**config.mk**
```make
export PLATFORM = sky130hd
export DESIGN_NAME = spi_slave_frame_rx_flat
export DESIGN_NICKNAME = d
export VERILOG_FILES = /design/src/rtl/spi_slave_frame_rx_if.sv /design/src/rtl/spi_slave_frame_rx.sv /design/src/flat_wrapper.sv
export SDC_FILE = /design/constraint.sdc
export NUM_CORES = 1
export LEC_CHECK = 0
export BUFFER_PORTS_ARGS = -buffer_cell sky130_fd_sc_hd__buf_2
export CAP_MARGIN = 20
export CORE_MARGIN = 2
export CORE_UTILIZATION = 45
export CTS_BUF_LIST = sky130_fd_sc_hd__clkbuf_8
export DETAILED_ROUTE_END_ITERATION = 6
export PLACE_DENSITY = 0.66
export REMOVE_ABC_BUFFERS = 1
export SLEW_MARGIN = 30
export SYNTH_ARGS = -nofsm -noshare
export SYNTH_HDL_FRONTEND = slang
export SYNTH_SLANG_ARGS = --single-unit
```
**constraint.sdc**
```tcl
create_clock -name sysclk -period 2.1 [get_ports sysclk]
set_input_delay 0.42 -clock sysclk [delete_from_list [all_inputs] [get_ports sysclk]]
set_output_delay 0.42 -clock sysclk [all_outputs]
set_load 0.1 [all_outputs]
```
**src/rtl/spi_slave_frame_rx_if.sv**
```systemverilog
// ---------------------------------------------------------------------------
// spi_slave_frame_rx_if
//   Bundles the SPI pins and the register-file side of spi_slave_frame_rx.
//
//   SPI side     : sclk, cs (active low), mosi in; miso out.
//   Register side: wr_valid/wr_addr/wr_data write strobe,
//                  rd_req/rd_addr read request, rd_data read return,
//                  busy (cs asserted, synchronized), frame_err pulse.
//
//   Handshake semantics: there is no back-pressure. wr_valid, rd_req and
//   frame_err are single-sysclk pulses; the consumer must accept them in the
//   cycle they are high. wr_addr/wr_data are valid with wr_valid, rd_addr is
//   valid from rd_req until frame end, and rd_data must be presented no later
//   than one sysclk after rd_req and held until the frame ends.
//
//   Modports: slave = the receiver block, master = whoever drives the pins
//   and serves the register reads.
// ---------------------------------------------------------------------------
interface spi_slave_frame_rx_if #(
    parameter int ADDR_BITS    = 8,
    parameter int PAYLOAD_BITS = 8
) ();
    logic                    sclk;
    logic                    cs;
    logic                    mosi;
    logic                    miso;
    logic                    wr_valid;
    logic [ADDR_BITS-1:0]    wr_addr;
    logic [PAYLOAD_BITS-1:0] wr_data;
    logic                    rd_req;
    logic [ADDR_BITS-1:0]    rd_addr;
    logic [PAYLOAD_BITS-1:0] rd_data;
    logic                    busy;
    logic                    frame_err;

    modport slave (
        input  sclk, cs, mosi, rd_data,
        output miso, wr_valid, wr_addr, wr_data, rd_req, rd_addr, busy, frame_err
    );

    modport master (
        output sclk, cs, mosi, rd_data,
        input  miso, wr_valid, wr_addr, wr_data, rd_req, rd_addr, busy, frame_err
    );
endinterface

```
**src/rtl/spi_slave_frame_rx.sv**
```systemverilog
// ---------------------------------------------------------------------------
// spi_slave_frame_rx
//   SPI mode 0 slave, oversampled on sysclk. Decodes a command byte, an
//   address and a payload. Write frames end in a wr_valid strobe; read frames
//   raise rd_req, load the returned register value and shift it out on miso.
//
//   Ports:
//     sysclk    : system clock (sclk must be <= sysclk/8)
//     rst_n     : asynchronous active-low reset
//     bus       : spi_slave_frame_rx_if.slave (SPI pins + register side)
//     dbg_state : current FSM state encoding
// ---------------------------------------------------------------------------
module spi_slave_frame_rx #(
    parameter int                    CMD_BITS     = 8,
    parameter int                    ADDR_BITS    = 8,
    parameter int                    PAYLOAD_BITS = 8,
    parameter logic [CMD_BITS-1:0]   CMD_WRITE    = 8'h02,
    parameter logic [CMD_BITS-1:0]   CMD_READ     = 8'h03
) (
    input  logic                  sysclk,
    input  logic                  rst_n,
    spi_slave_frame_rx_if.slave   bus,
    output logic [2:0]            dbg_state
);

    localparam int SR_A  = (CMD_BITS > ADDR_BITS) ? CMD_BITS : ADDR_BITS;
    localparam int SR_W  = (SR_A > PAYLOAD_BITS) ? SR_A : PAYLOAD_BITS;
    localparam int CNT_W = $clog2(SR_W + 1);

    typedef enum logic [2:0] {
        ST_IDLE    = 3'd0,
        ST_COMMAND = 3'd1,
        ST_ADDRESS = 3'd2,
        ST_WRITE   = 3'd3,
        ST_READ    = 3'd4,
        ST_DONE    = 3'd5,
        ST_IGNORE  = 3'd6
    } state_t;

    state_t state, state_next;

    // Synchronizers. cs resets to its inactive (high) level so that busy is
    // low out of reset and no spurious frame start is seen.
    logic sclk_s1, sclk_s2, sclk_s3;
    logic cs_s1, cs_s2;
    logic mosi_s1, mosi_s2;

    logic sclk_rise, sclk_fall, cs_hi;

    logic [CNT_W-1:0]        bit_cnt;
    logic [SR_W-1:0]         sr;
    logic [SR_W-1:0]         sr_next;
    logic                    is_wr, is_rd;
    logic [ADDR_BITS-1:0]    addr_q;
    logic [PAYLOAD_BITS-1:0] tx_q;
    logic                    rd_req_d;

    logic                    wr_valid_q, rd_req_q, frame_err_q;
    logic [ADDR_BITS-1:0]    wr_addr_q, rd_addr_q;
    logic [PAYLOAD_BITS-1:0] wr_data_q;

    // Control strobes from the next-state logic.
    logic clr_cnt, err_set, wr_set, rdreq_set;
    logic set_wr_flag, set_rd_flag, addr_load, active;

    always_ff @(posedge sysclk or negedge rst_n) begin
        if (!rst_n) begin
            sclk_s1 <= 1'b0;
            sclk_s2 <= 1'b0;
            sclk_s3 <= 1'b0;
            cs_s1   <= 1'b1;
            cs_s2   <= 1'b1;
            mosi_s1 <= 1'b0;
            mosi_s2 <= 1'b0;
        end else begin
            sclk_s1 <= bus.sclk;
            sclk_s2 <= sclk_s1;
            sclk_s3 <= sclk_s2;
            cs_s1   <= bus.cs;
            cs_s2   <= cs_s1;
            mosi_s1 <= bus.mosi;
            mosi_s2 <= mosi_s1;
        end
    end

    assign sclk_rise = sclk_s2 & ~sclk_s3;
    assign sclk_fall = ~sclk_s2 & sclk_s3;
    assign cs_hi     = cs_s2;
    assign sr_next   = {sr[SR_W-2:0], mosi_s2};
    assign active    = (state == ST_COMMAND) || (state == ST_ADDRESS) ||
                       (state == ST_WRITE)   || (state == ST_READ);

    always_ff @(posedge sysclk or negedge rst_n) begin
        if (!rst_n) state <= ST_IDLE;
        else        state <= state_next;
    end

    // Next-state logic. cs deassertion is checked first in every shifting
    // state, so a cs rise seen together with the last bit aborts the frame.
    always_comb begin
        state_next  = state;
        clr_cnt     = 1'b0;
        err_set     = 1'b0;
        wr_set      = 1'b0;
        rdreq_set   = 1'b0;
        set_wr_flag = 1'b0;
        set_rd_flag = 1'b0;
        addr_load   = 1'b0;
        case (state)
            ST_IDLE: begin
                clr_cnt = 1'b1;
                if (!cs_hi) state_next = ST_COMMAND;
            end
            ST_COMMAND: begin
                if (cs_hi) begin
                    state_next = ST_IDLE;
                    err_set    = 1'b1;
                end else if (sclk_rise && bit_cnt == CNT_W'(CMD_BITS - 1)) begin
                    clr_cnt = 1'b1;
                    if (sr_next[CMD_BITS-1:0] == CMD_WRITE) begin
                        state_next  = ST_ADDRESS;
                        set_wr_flag = 1'b1;
                    end else if (sr_next[CMD_BITS-1:0] == CMD_READ) begin
                        state_next  = ST_ADDRESS;
                        set_rd_flag = 1'b1;
                    end else begin
                        state_next = ST_IGNORE;
                        err_set    = 1'b1;
                    end
                end
            end
            ST_ADDRESS: begin
                if (cs_hi) begin
                    state_next = ST_IDLE;
                    err_set    = 1'b1;
                end else if (sclk_rise && bit_cnt == CNT_W'(ADDR_BITS - 1)) begin
                    clr_cnt   = 1'b1;
                    addr_load = 1'b1;
                    if (is_wr) begin
                        state_next = ST_WRITE;
                    end else begin
                        state_next = ST_READ;
                        rdreq_set  = 1'b1;
                    end
                end
            end
            ST_WRITE: begin
                if (cs_hi) begin
                    state_next = ST_IDLE;
                    err_set    = 1'b1;
                end else if (sclk_rise && bit_cnt == CNT_W'(PAYLOAD_BITS - 1)) begin
                    clr_cnt    = 1'b1;
                    wr_set     = 1'b1;
                    state_next = ST_DONE;
                end
            end
            ST_READ: begin
                if (cs_hi) begin
                    state_next = ST_IDLE;
                    err_set    = 1'b1;
                end else if (sclk_rise && bit_cnt == CNT_W'(PAYLOAD_BITS - 1)) begin
                    clr_cnt    = 1'b1;
                    state_next = ST_DONE;
                end
            end
            ST_DONE, ST_IGNORE: begin
                if (cs_hi) state_next = ST_IDLE;
            end
            default: state_next = ST_IDLE;
        endcase
    end

    always_ff @(posedge sysclk or negedge rst_n) begin
        if (!rst_n) begin
            bit_cnt     <= '0;
            sr          <= '0;
            is_wr       <= 1'b0;
            is_rd       <= 1'b0;
            addr_q      <= '0;
            tx_q        <= '0;
            rd_req_d    <= 1'b0;
            wr_valid_q  <= 1'b0;
            rd_req_q    <= 1'b0;
            frame_err_q <= 1'b0;
            wr_addr_q   <= '0;
            wr_data_q   <= '0;
            rd_addr_q   <= '0;
        end else begin
            wr_valid_q  <= wr_set;
            rd_req_q    <= rdreq_set;
            frame_err_q <= err_set;
            rd_req_d    <= rd_req_q;

            if (clr_cnt)                  bit_cnt <= '0;
            else if (sclk_rise && active) bit_cnt <= bit_cnt + 1'b1;

            if (sclk_rise && active) sr <= sr_next;

            if (state == ST_IDLE) begin
                is_wr <= 1'b0;
                is_rd <= 1'b0;
            end else begin
                if (set_wr_flag) is_wr <= 1'b1;
                if (set_rd_flag) is_rd <= 1'b1;
            end

            if (addr_load) addr_q <= sr_next[ADDR_BITS-1:0];
            if (rdreq_set) rd_addr_q <= sr_next[ADDR_BITS-1:0];

            if (wr_set) begin
                wr_addr_q <= addr_q;
                wr_data_q <= sr_next[PAYLOAD_BITS-1:0];
            end

            // rd_data is taken one cycle after rd_req. The falling edge that
            // ends the last address bit must not shift (the MSB goes out on
            // it), so shifting starts only once a data bit has been clocked.
            if (rd_req_d)
                tx_q <= bus.rd_data;
            else if (state == ST_READ && sclk_fall && bit_cnt != '0)
                tx_q <= {tx_q[PAYLOAD_BITS-2:0], 1'b0};
        end
    end

    assign bus.miso      = (state == ST_READ) ? tx_q[PAYLOAD_BITS-1] : 1'b0;
    assign bus.wr_valid  = wr_valid_q;
    assign bus.wr_addr   = wr_addr_q;
    assign bus.wr_data   = wr_data_q;
    assign bus.rd_req    = rd_req_q;
    assign bus.rd_addr   = rd_addr_q;
    assign bus.busy      = ~cs_s2;
    assign bus.frame_err = frame_err_q;
    assign dbg_state     = state;

endmodule

```
**src/flat_wrapper.sv**
```systemverilog
// flat-port wrapper written by rule: the top's interface ports become plain ports
module spi_slave_frame_rx_flat 
#(
    parameter int                    CMD_BITS     = 8,
    parameter int                    ADDR_BITS    = 8,
    parameter int                    PAYLOAD_BITS = 8,
    parameter logic [CMD_BITS-1:0]   CMD_WRITE    = 8'h02,
    parameter logic [CMD_BITS-1:0]   CMD_READ     = 8'h03
)
  (sysclk, rst_n, dbg_state, bus_sclk, bus_cs, bus_mosi, bus_rd_data, bus_miso, bus_wr_valid, bus_wr_addr, bus_wr_data, bus_rd_req, bus_rd_addr, bus_busy, bus_frame_err);
  spi_slave_frame_rx_if #(.ADDR_BITS(ADDR_BITS), .PAYLOAD_BITS(PAYLOAD_BITS)) bus_i ();
  input  logic sysclk;
  input  logic rst_n;
  output logic [2:0] dbg_state;
  input wire logic [$bits(bus_i.sclk)-1:0] bus_sclk;
  input wire logic [$bits(bus_i.cs)-1:0] bus_cs;
  input wire logic [$bits(bus_i.mosi)-1:0] bus_mosi;
  input wire logic [$bits(bus_i.rd_data)-1:0] bus_rd_data;
  output wire logic [$bits(bus_i.miso)-1:0] bus_miso;
  output wire logic [$bits(bus_i.wr_valid)-1:0] bus_wr_valid;
  output wire logic [$bits(bus_i.wr_addr)-1:0] bus_wr_addr;
  output wire logic [$bits(bus_i.wr_data)-1:0] bus_wr_data;
  output wire logic [$bits(bus_i.rd_req)-1:0] bus_rd_req;
  output wire logic [$bits(bus_i.rd_addr)-1:0] bus_rd_addr;
  output wire logic [$bits(bus_i.busy)-1:0] bus_busy;
  output wire logic [$bits(bus_i.frame_err)-1:0] bus_frame_err;
  assign bus_i.sclk = bus_sclk;
  assign bus_i.cs = bus_cs;
  assign bus_i.mosi = bus_mosi;
  assign bus_i.rd_data = bus_rd_data;
  assign bus_miso = bus_i.miso;
  assign bus_wr_valid = bus_i.wr_valid;
  assign bus_wr_addr = bus_i.wr_addr;
  assign bus_wr_data = bus_i.wr_data;
  assign bus_rd_req = bus_i.rd_req;
  assign bus_rd_addr = bus_i.rd_addr;
  assign bus_busy = bus_i.busy;
  assign bus_frame_err = bus_i.frame_err;
  spi_slave_frame_rx #(.CMD_BITS(CMD_BITS), .ADDR_BITS(ADDR_BITS), .PAYLOAD_BITS(PAYLOAD_BITS), .CMD_WRITE(CMD_WRITE), .CMD_READ(CMD_READ)) u_core (.sysclk(sysclk), .rst_n(rst_n), .bus(bus_i), .dbg_state(dbg_state));
endmodule
```
* Word-level counts from Yosys, hierarchy flattened *
Cells that the tools add are included.

operators by class
  reductions and logical operators = 17
  $add $sub $neg = 1
  bitwise logic cells = 5
  equality and inequality tests = 14
  muxes and demuxes = 38

operator list
  kind                                                  count
  two-way mux 3 bit                                     11
  two-way mux 1 bit                                     20
  equality test 8 x 2 -> 1 bit (second input constant)  2
  two-way mux 8 bit                                     2
  case mux 3 bit (5 select lines)                       1
  equality test 3 bit (second input constant)           3
  two-way mux 4 bit                                     2
  equality test 3 x 2 -> 1 bit (second input constant)  2
  != test 3 x 2 -> 1 bit (second input constant)        2
  nonzero test 2 bit                                    3
  AND reduction 5 bit                                   1
  adder 4 x 1 -> 4 bit (second input constant)          1
  equality test 4 x 3 -> 1 bit (second input constant)  1
  logical AND 1 bit                                     4
  case mux 1 bit (2 select lines)                       2
  nonzero test 4 bit                                    1
  OR reduction 2 bit                                    2
  OR reduction 4 bit                                    1
  equality test 3 x 1 -> 1 bit (second input constant)  1
  zero test 3 bit                                       1
  logical OR 1 bit                                      3
  != test 3 x 1 -> 1 bit (second input constant)        1
  inverter 1 bit                                        3
  OR reduction 3 bit                                    1
  3 further kinds                                       4

word-level totals
  flip-flop bits (word level) = 66
  logic and storage cells = 95
  output and inout port bits = 32
  bits of input ports = 13

* Logic depth before layout (Yosys ltp) *
Gate-level depths: netlist of the first run.

  depth after elaboration = 8
  depth in mapped cells = 7
  gate-level depth less buffers = 6

* Worst setup path after synthesis of the first run *
Ideal clock, no wire load.

  kind = reg-to-output
  from = register u_core.state[2] (netlist: u_core.dbg_state[2])
  to = output port bus_miso
  cell stages (with the launch flop) = 3
  path buffers = 1
  setup slack = -379 ps
  data required time = 1,680 ps
  data arrival time = 2,059 ps
  cell sequence = dfrtp_1 -> buf_2 -> and3_1

between the ends
  word-level cells in the longest chain between the ends = 2

ends and longest elaborated chain
  element                 line                       text
  start, declared         spi_slave_frame_rx.sv:40   state_t state, state_next;
  start signal, assigned  spi_slave_frame_rx.sv:95   else state <= state_next;
  equality test 3 bit     spi_slave_frame_rx.sv:225  assign bus.miso = (state == ST_READ) ? tx_q[PAYLOAD_BITS-1] : 1'b0;
  two-way mux 1 bit       spi_slave_frame_rx.sv:225
  end, declared           flat_wrapper.sv:19         output wire logic [$bits(bus_i.miso)-1:0] bus_miso;

Every way passes these cells.

* Worst setup path in the final report of the first run *
  from = register u_core.bit_cnt[0]
  to = register u_core.tx_q[1]

between the ends
  word-level cells in the longest chain between the ends = 3

ends and longest elaborated chain
  element                       line                       text
  start, declared               spi_slave_frame_rx.sv:50   logic [CNT_W-1:0] bit_cnt;
  start signal, assigned        spi_slave_frame_rx.sv:195  else if (sclk_rise && active) bit_cnt <= bit_cnt + 1'b1;
  nonzero test 4 bit            spi_slave_frame_rx.sv:220  else if (state == ST_READ && sclk_fall && bit_cnt != '0)
  logical AND 1 bit             spi_slave_frame_rx.sv:220
  nonzero test 2 bit (no line)  n/a
  end signal, assigned          spi_slave_frame_rx.sv:219  tx_q <= bus.rd_data;
  end signal, assigned          spi_slave_frame_rx.sv:221  tx_q <= {tx_q[PAYLOAD_BITS-2:0], 1'b0};
  end, declared                 spi_slave_frame_rx.sv:55   logic [PAYLOAD_BITS-1:0] tx_q;

Every way passes these cells.
A chain may end at the register's enable or synchronous reset.

==> summary.md, run 1 <==
| Metric | Value |
|---|---|
| Grt ovf | `0` |
| Most used cell, CP | `mux2_2` |
| WP data required | `2330 ps` |
| Post-synthesis register bit count | `66` |
| Static leakage | `1.78 nW` |
| Worst Tran Pin Value | `601 ps` |
| Pin count of the biggest net entering global routing | `34` |
| RSZ-0062 raised after global routing | `no` |
| Max Slew Vio Count | `0` |
| Inserted Clock Buffers | `9` |
| Most frequent cells in the layout | `64 x dfrtp_1, 44 x mux2_2, 43 x buf_2` |
| Post-DR vias/cell | `5.09` |
| Core area | `0.00596 mm2` |
| Diode count | `0` |
| Final setup violating endpoints | `0` |
| Gr usage total | `16.9%` |
| Initial antenna violation count | `0` |
| Relative slew slack | `59.9%` |
| Delay-heaviest family, CP | `simple AND/OR/NAND/NOR gates` |
| Yosys cell types | `42` |
| Sequential fraction of the synthesis area | `59.4%` |
| 1st-iter DRT viols | `67` |
| First-pass GRT wire length | `8370 um` |
| Share of layout cells above drive strength 1 | `51.8%` |
| Clock Skew | `11.9 ps` |
| Die X | `82.7 um` |
| Worst min-delay path class | `in -> async` |
| Layout Nets | `263` |
| Worst setup path class | `reg -> reg` |
| Post-Route WL | `4910 um` |
| Vias in the first global route | `1726` |
| Cell taking the most area after synthesis | `dfrtp_1` |
| Buffers plus inverters on the worst setup path | `1` |
| Reg-to-reg critical path startpoint | `u_core.bit_cnt[0]` |
| # clock sinks | `66` |
| Cell area after synthesis | `0.00278 mm2` |
| Startpoint Class | `flop` |
| Avg Cell Area, Syn | `14.5 um2` |
| RePlAce Congestion | `0.836` |
| CP Max Fanout | `8` |
| Slowest-stage cell, CP | `or3b_2` |
| IO Port Bufs | `44` |
| Fin. Hold Viols | `0` |
| Async set-or-reset flop fraction in the synthesized netlist | `100%` |
| Post-route minimum period | `2010 ps` |
| Setup TNS | `0 ps` |
| Drt pass-1 iters | `4` |
| Most common cell after layout, fill and taps aside | `dfrtp_1` |
| Area growth from synthesis to layout | `19.8%` |
| Total number of vias | `1668` |
| Die area | `0.00683 mm2` |
| Routed len/inst | `15.0 um` |
| Period utilization | `95.7%` |
| H-tree lvl count | `3` |
| Post-synth EDFFs | `0` |
| Peak VDD IR | `478 uV` |
| Initial Util | `46.7%` |
| CTS root buffer | `clkbuf_8` |
| Post-synth top area share | `57.5%` |
| TritonCTS clock tree | `built` |
| Largest stage delay on the critical path | `470 ps` |
| Die height | `82.7 um` |
| Critical path capture point type | `flop` |
| Synth top area cells | `dfrtp_1 58%, mux2_2 18%, mux2_4 4.9%` |
| # Post-CTS Setup Buffers | `0` |
| Main synth FF type | `dfrtp_1` |
| CTS clk-pin slew, worst paths | `80 ps` |
| Remaining DRCs | `0` |
| Critical path startpoint | `u_core.bit_cnt[0]` |
| Clk_lat worst skew | `350 ps` |
| Cells after Synth | `192` |
| Yosys warns | `0` |
| Cell Pwr Density | `801 mW/mm2` |
| Cts hold-fix bufs | `0` |
| Post-CTS sizing | `0` |
| CP arrival | `2240 ps` |
| Final ANT Viol Nets | `0` |
| Status | `finished, final reports clean` |
| # rows | `28` |
| Max cap viols | `0` |
| Clock Path Buffers | `2` |
| Num ports | `45` |
| DP HPWL | `3440 um` |
| Fmax | `497 MHz` |
| Crit path cell chain | `inv_1 > ha_1 > or3b_2 > nand4_4 > mux2_2 > mux2_2` |
| Total power | `2.67 mW` |
-- cell usage after synthesis (2+ instances only) --
library cell   n
ha_1           2
mux2_4         9
o21ai_0        3
nor2_4         2
o2111a_1       2
nor3_1         2
nand3_1        3
buf_4          3
xor2_1         2
a21oi_1        4
dfstp_2        2
or3_1          2
mux2_2        44
inv_1          6
nand4_2        2
nand2_1        7
nor2_1         8
dfrtp_1       64
and2b_1        2
-- cells by family (layout without fill, tap and decap cells) --
logic type	count (synthesis)	in the layout	synth area share, %
mux	54	54	23.0
fa+ha+maj	2	2	0.899
simple gates	39	39	9.35
buf+inv	13	74	2.47
compound gates	15	15	3.91
xor+xnor	3	3	0.944
flops	66	66	59.4
-- stage by stage --
stage / instance area (um2) / utilization [%] / hold slack, ps / cells / setup WS, ps
floorplan: 2740 / - / 124 / 185 / -327
finish: 3340 / 56.0 / 68.2 / 328 / 89.7
global placement: 3120 / 52.5 / 332 / 312 / 117
global route: 3340 / 56.0 / 95.0 / 328 / 5.65
detailed placement: 3120 / 52.5 / 337 / 312 / 38.3
CTS: 3320 / 55.8 / 85.6 / 328 / 28.3
-- power breakdown --
group          switching (mW)  internal (mW)  total (mW)
registers              0.0913           1.34        1.43
clock network           0.513          0.555        1.07
logic                  0.0925         0.0804       0.173
total                   0.697           1.97        2.67
-- area by class of cell --
type                       count  area [um2]
inverter                       6        22.5
clock inverter                 7        76.3
tap                           75        93.8
sequential                    66        1650
clock buffer                   9         124
timing repair buffer          52         295
fill                         507        2620
multi-input combinational    113        1070
-- per-layer routing --
| layer | up-vias | wire length [um] | part of all wire (%) | GRT usage [%] |
|---|---|---|---|---|
| met5 | - | 0 | 0 | 0 |
| met4 | 0 | 84 | 1.7 | 8.03 |
| met3 | 8 | 251 | 5.1 | 5.33 |
| met2 | 36 | 2190 | 45 | 24.7 |
| met1 | 826 | 2380 | 49 | 22.9 |
| li1 | 798 | - | - | - |
-- sequential cells by signal (all words and copies together) (netlist names) --
name and flops:
u_core.bus.rd_addr 8, u_core.bus.wr_data 8, u_core.bus.wr_addr 8, u_core.is_wr 1, u_core.sclk_s3 1, u_core.sr 7, u_core.mosi_s1 1, u_core.tx_q 8
u_core.sclk_s2 1, u_core.rd_req_d 1, u_core.dbg_state 3, u_core.cs_hi 1, u_core.addr_q 8, u_core.bus.frame_err 1, u_core.mosi_s2 1, u_core.bit_cnt 4
u_core.cs_s1 1, u_core.bus.wr_valid 1, u_core.bus.rd_req 1, u_core.sclk_s1 1
-- path summary, 6_finish.rpt --
check                      depth (start not counted)               end  slack [ps]
max                                                6    u_core.tx_q[1]          90
min                                                1      u_core.sr[5]          70
max reg2reg                                        6    u_core.tx_q[1]          90
min reg2reg                                        0    u_core.mosi_s2         350
max in group asynchronous                          2  u_core.addr_q[3]        1440
min in group sysclk                                1      u_core.cs_s1         170
Note: power is estimated with default switching activity, not from simulation.
==> run 2: changes to the inputs <==
Settings changed: CORE_UTILIZATION 45 to 40, CTS_BUF_LIST sky130_fd_sc_hd__clkbuf_8 to sky130_fd_sc_hd__clkbuf_2 sky130_fd_sc_hd__clkbuf_4 sky130_fd_sc_hd__clkbuf_8, PLACE_DENSITY 0.66 to not set.
==> run 2 against run 1 <==
Final area is 0.26% higher. Via count is 1.1% lower. Hold slack better by 15 ps. Power is 1.1% lower. Largest cell class unchanged. Largest power group unchanged.
==> summary.md, run 2 (synthesis results as in run 1) <==
| Metric | Value |
|---|---|
| Area growth from synthesis to layout | `20.1%` |
| Initial Util | `41.2% (-5.5 points)` |
| Grt ovf | `0 (unchanged)` |
| Worst Tran Pin Value | `496 ps (-106 ps)` |
| CTS clk-pin slew, worst paths | `70 ps (about the same)` |
| Most common cell after layout, fill and taps aside | `dfrtp_1` |
| Drt pass-1 iters | `4 (unchanged)` |
| Fmax | `499 MHz (+0.36%)` |
| Post-route minimum period | `2000 ps (-7.23 ps)` |
| Total number of vias | `1649 (-1.1%)` |
| Pre-CTS setup slack | `63.8 ps (+25.5 ps)` |
| Status | `finished, final reports clean` |
| Clock Skew | `8.99 ps (-2.89 ps)` |
| CTS root buffer | `clkbuf_8` |
| Clk_lat worst skew | `330 ps (-20 ps)` |
| Pin count of the biggest net entering global routing | `67 (+97%)` |
| H-tree lvl count | `3 (unchanged)` |
| Num ports | `45 (unchanged)` |
| CP arrival | `1580 ps (-660 ps)` |
| Startpoint Class | `flop` |
| Worst min-delay path class | `in -> async` |
| RePlAce Congestion | `0.899 (+7.5%)` |
| Post-layout util | `49.5% (-6.5 points)` |
| DP HPWL | `3320 um (-3.5%)` |
| Met3 WL post-DR | `185 um (-26%)` |
| Relative slew slack | `67.2% (+7.3 points)` |
| Multi-input gate area | `0.00107 mm2 (unchanged)` |
| Die X | `87.4 um (+5.8%)` |
| Top layer reached by signal wires | `met4` |
| WP data required | `1680 ps (-650 ps)` |
| Critical path capture point type | `primary output` |
| Initial antenna violation count | `0 (unchanged)` |
| Diode count | `0 (unchanged)` |
| Vias in the first global route | `1609 (-6.8%)` |
| Share of layout cells above drive strength 1 | `51.6% (-0.19 points)` |
| Crit path cell chain | `nor2_4 > and3_1 > buf_2` |
| First-pass GRT wire length | `8050 um (-3.9%)` |
| Clock Path Buffers | `2 (unchanged)` |
| Seq. cell area | `0.00165 mm2 (unchanged)` |
| # rows | `30 (+7.1%)` |
| Largest stage delay on the critical path | `470 ps (about the same)` |
| Layout Nets | `263 (unchanged)` |
| R2r setup slk | `130 ps (+40 ps)` |
| Core area | `0.00676 mm2 (+13%)` |
| TritonCTS clock tree | `built` |
| Final setup violating endpoints | `0 (unchanged)` |
| # clock sinks | `66 (unchanged)` |
| Gr usage total | `14.1% (-2.8 points)` |
| Metal-1 WL | `2450 um (+2.9%)` |
| Final ANT Viol Nets | `0 (unchanged)` |
| Reg2Reg Depth | `6 (unchanged)` |
| Die area | `0.00764 mm2 (+12%)` |
| Period utilization | `95.4% (-0.34 points)` |
| Reg-to-Reg End | `u_core.tx_q[4]` |
| Remaining DRCs | `0 (unchanged)` |
| Metal2 WL | `2210 um (+0.91%)` |
| Worst setup path class | `reg -> out` |
| Worst Slack Setup Final | `97.0 ps (+7.23 ps)` |
| Cell Pwr Density | `790 mW/mm2 (-1.4%)` |
| Reg-to-reg critical path startpoint | `u_core.bit_cnt[0]` |
| Routed len/inst | `14.8 um (-0.84%)` |
| Post-DR vias/cell | `4.97 (-2.3%)` |
| Slowest-stage cell, CP | `dfrtp_1` |
| Fin. Hold Viols | `0 (unchanged)` |
| Static leakage | `1.78 nW (+0.29%)` |
| Max Slew Vio Count | `0 (unchanged)` |
| RSZ-0062 raised after global routing | `no` |
| Die height | `87.4 um (+5.8%)` |
| 1st-iter DRT viols | `67 (unchanged)` |
| Peak VDD IR | `273 uV (-43%)` |
| CP Max Fanout | `7 (-1)` |
| Inserted Clock Buffers | `9 (unchanged)` |
| Most frequent cells in the layout | `64 x dfrtp_1, 44 x mux2_2, 44 x buf_2` |
| Max cap viols | `0 (unchanged)` |
| Post-Route WL | `4920 um (+0.37%)` |
| Fill cells | `614 (+21%)` |
| IO Port Bufs | `44 (unchanged)` |
## run 2: area by class of cell
type | instances | share of cell area (%)
clock buffers | 10 | 4.12
clock inverters | 5 | 1.65
inverters | 6 | 0.673
multi-input cells | 113 | 32.0
flip-flops and latches | 66 | 49.5
well taps | 80 | 2.99
repair buffers | 52 | 9.13
## run 2: repair_timing
action	CTS	global route
buffers inserted	0	0
endpoints found under the setup margin	0	7
gates resized for setup	0	1
hold buffers	0	0
## run 2: metrics by stage
step	cells	hold slack [ps]	TNS, ps	power, mW	instance area, um2
floorplan	185	124	-5660	1.54	2740
global placement	317	333	0	1.63	3140
detailed placement	317	336	0	1.63	3140
CTS	332	96.1	0	2.68	3340
global route	332	94.8	0	2.78	3340
finish	332	83.2	0	2.64	3340
## run 2: worst max path at each step
stage	startpoint	endpoint	slack, ps	cells after the start
after floorplan	u_core.dbg_state[2]	bus_miso	-330	1
after global placement	u_core.bit_cnt[0]	u_core.tx_q[4]	110	6
after detailed placement	u_core.bit_cnt[0]	u_core.tx_q[7]	60	6
after CTS	u_core.bit_cnt[0]	u_core.tx_q[7]	60	6
after global routing	u_core.dbg_state[1]	bus_miso	5	3
final	u_core.dbg_state[1]	bus_miso	100	3
## run 2: power by group
part | switching [mW] | internal [mW]
clock network | 0.464 | 0.569
logic | 0.0920 | 0.0796
registers | 0.0971 | 1.34
## run 2: critical path, delay by kind of cell (launching register included)
family        cells  cell delay, ps
flops             1             470
simple gates      2             350
buf+inv           1             420
## run 2: metal layers
metal,GRT usage (%),vias to the layer above
met5,0,-
met4,6.85,0
met3,5.21,7
met2,19.5,30
met1,19.5,817
li1,-,795
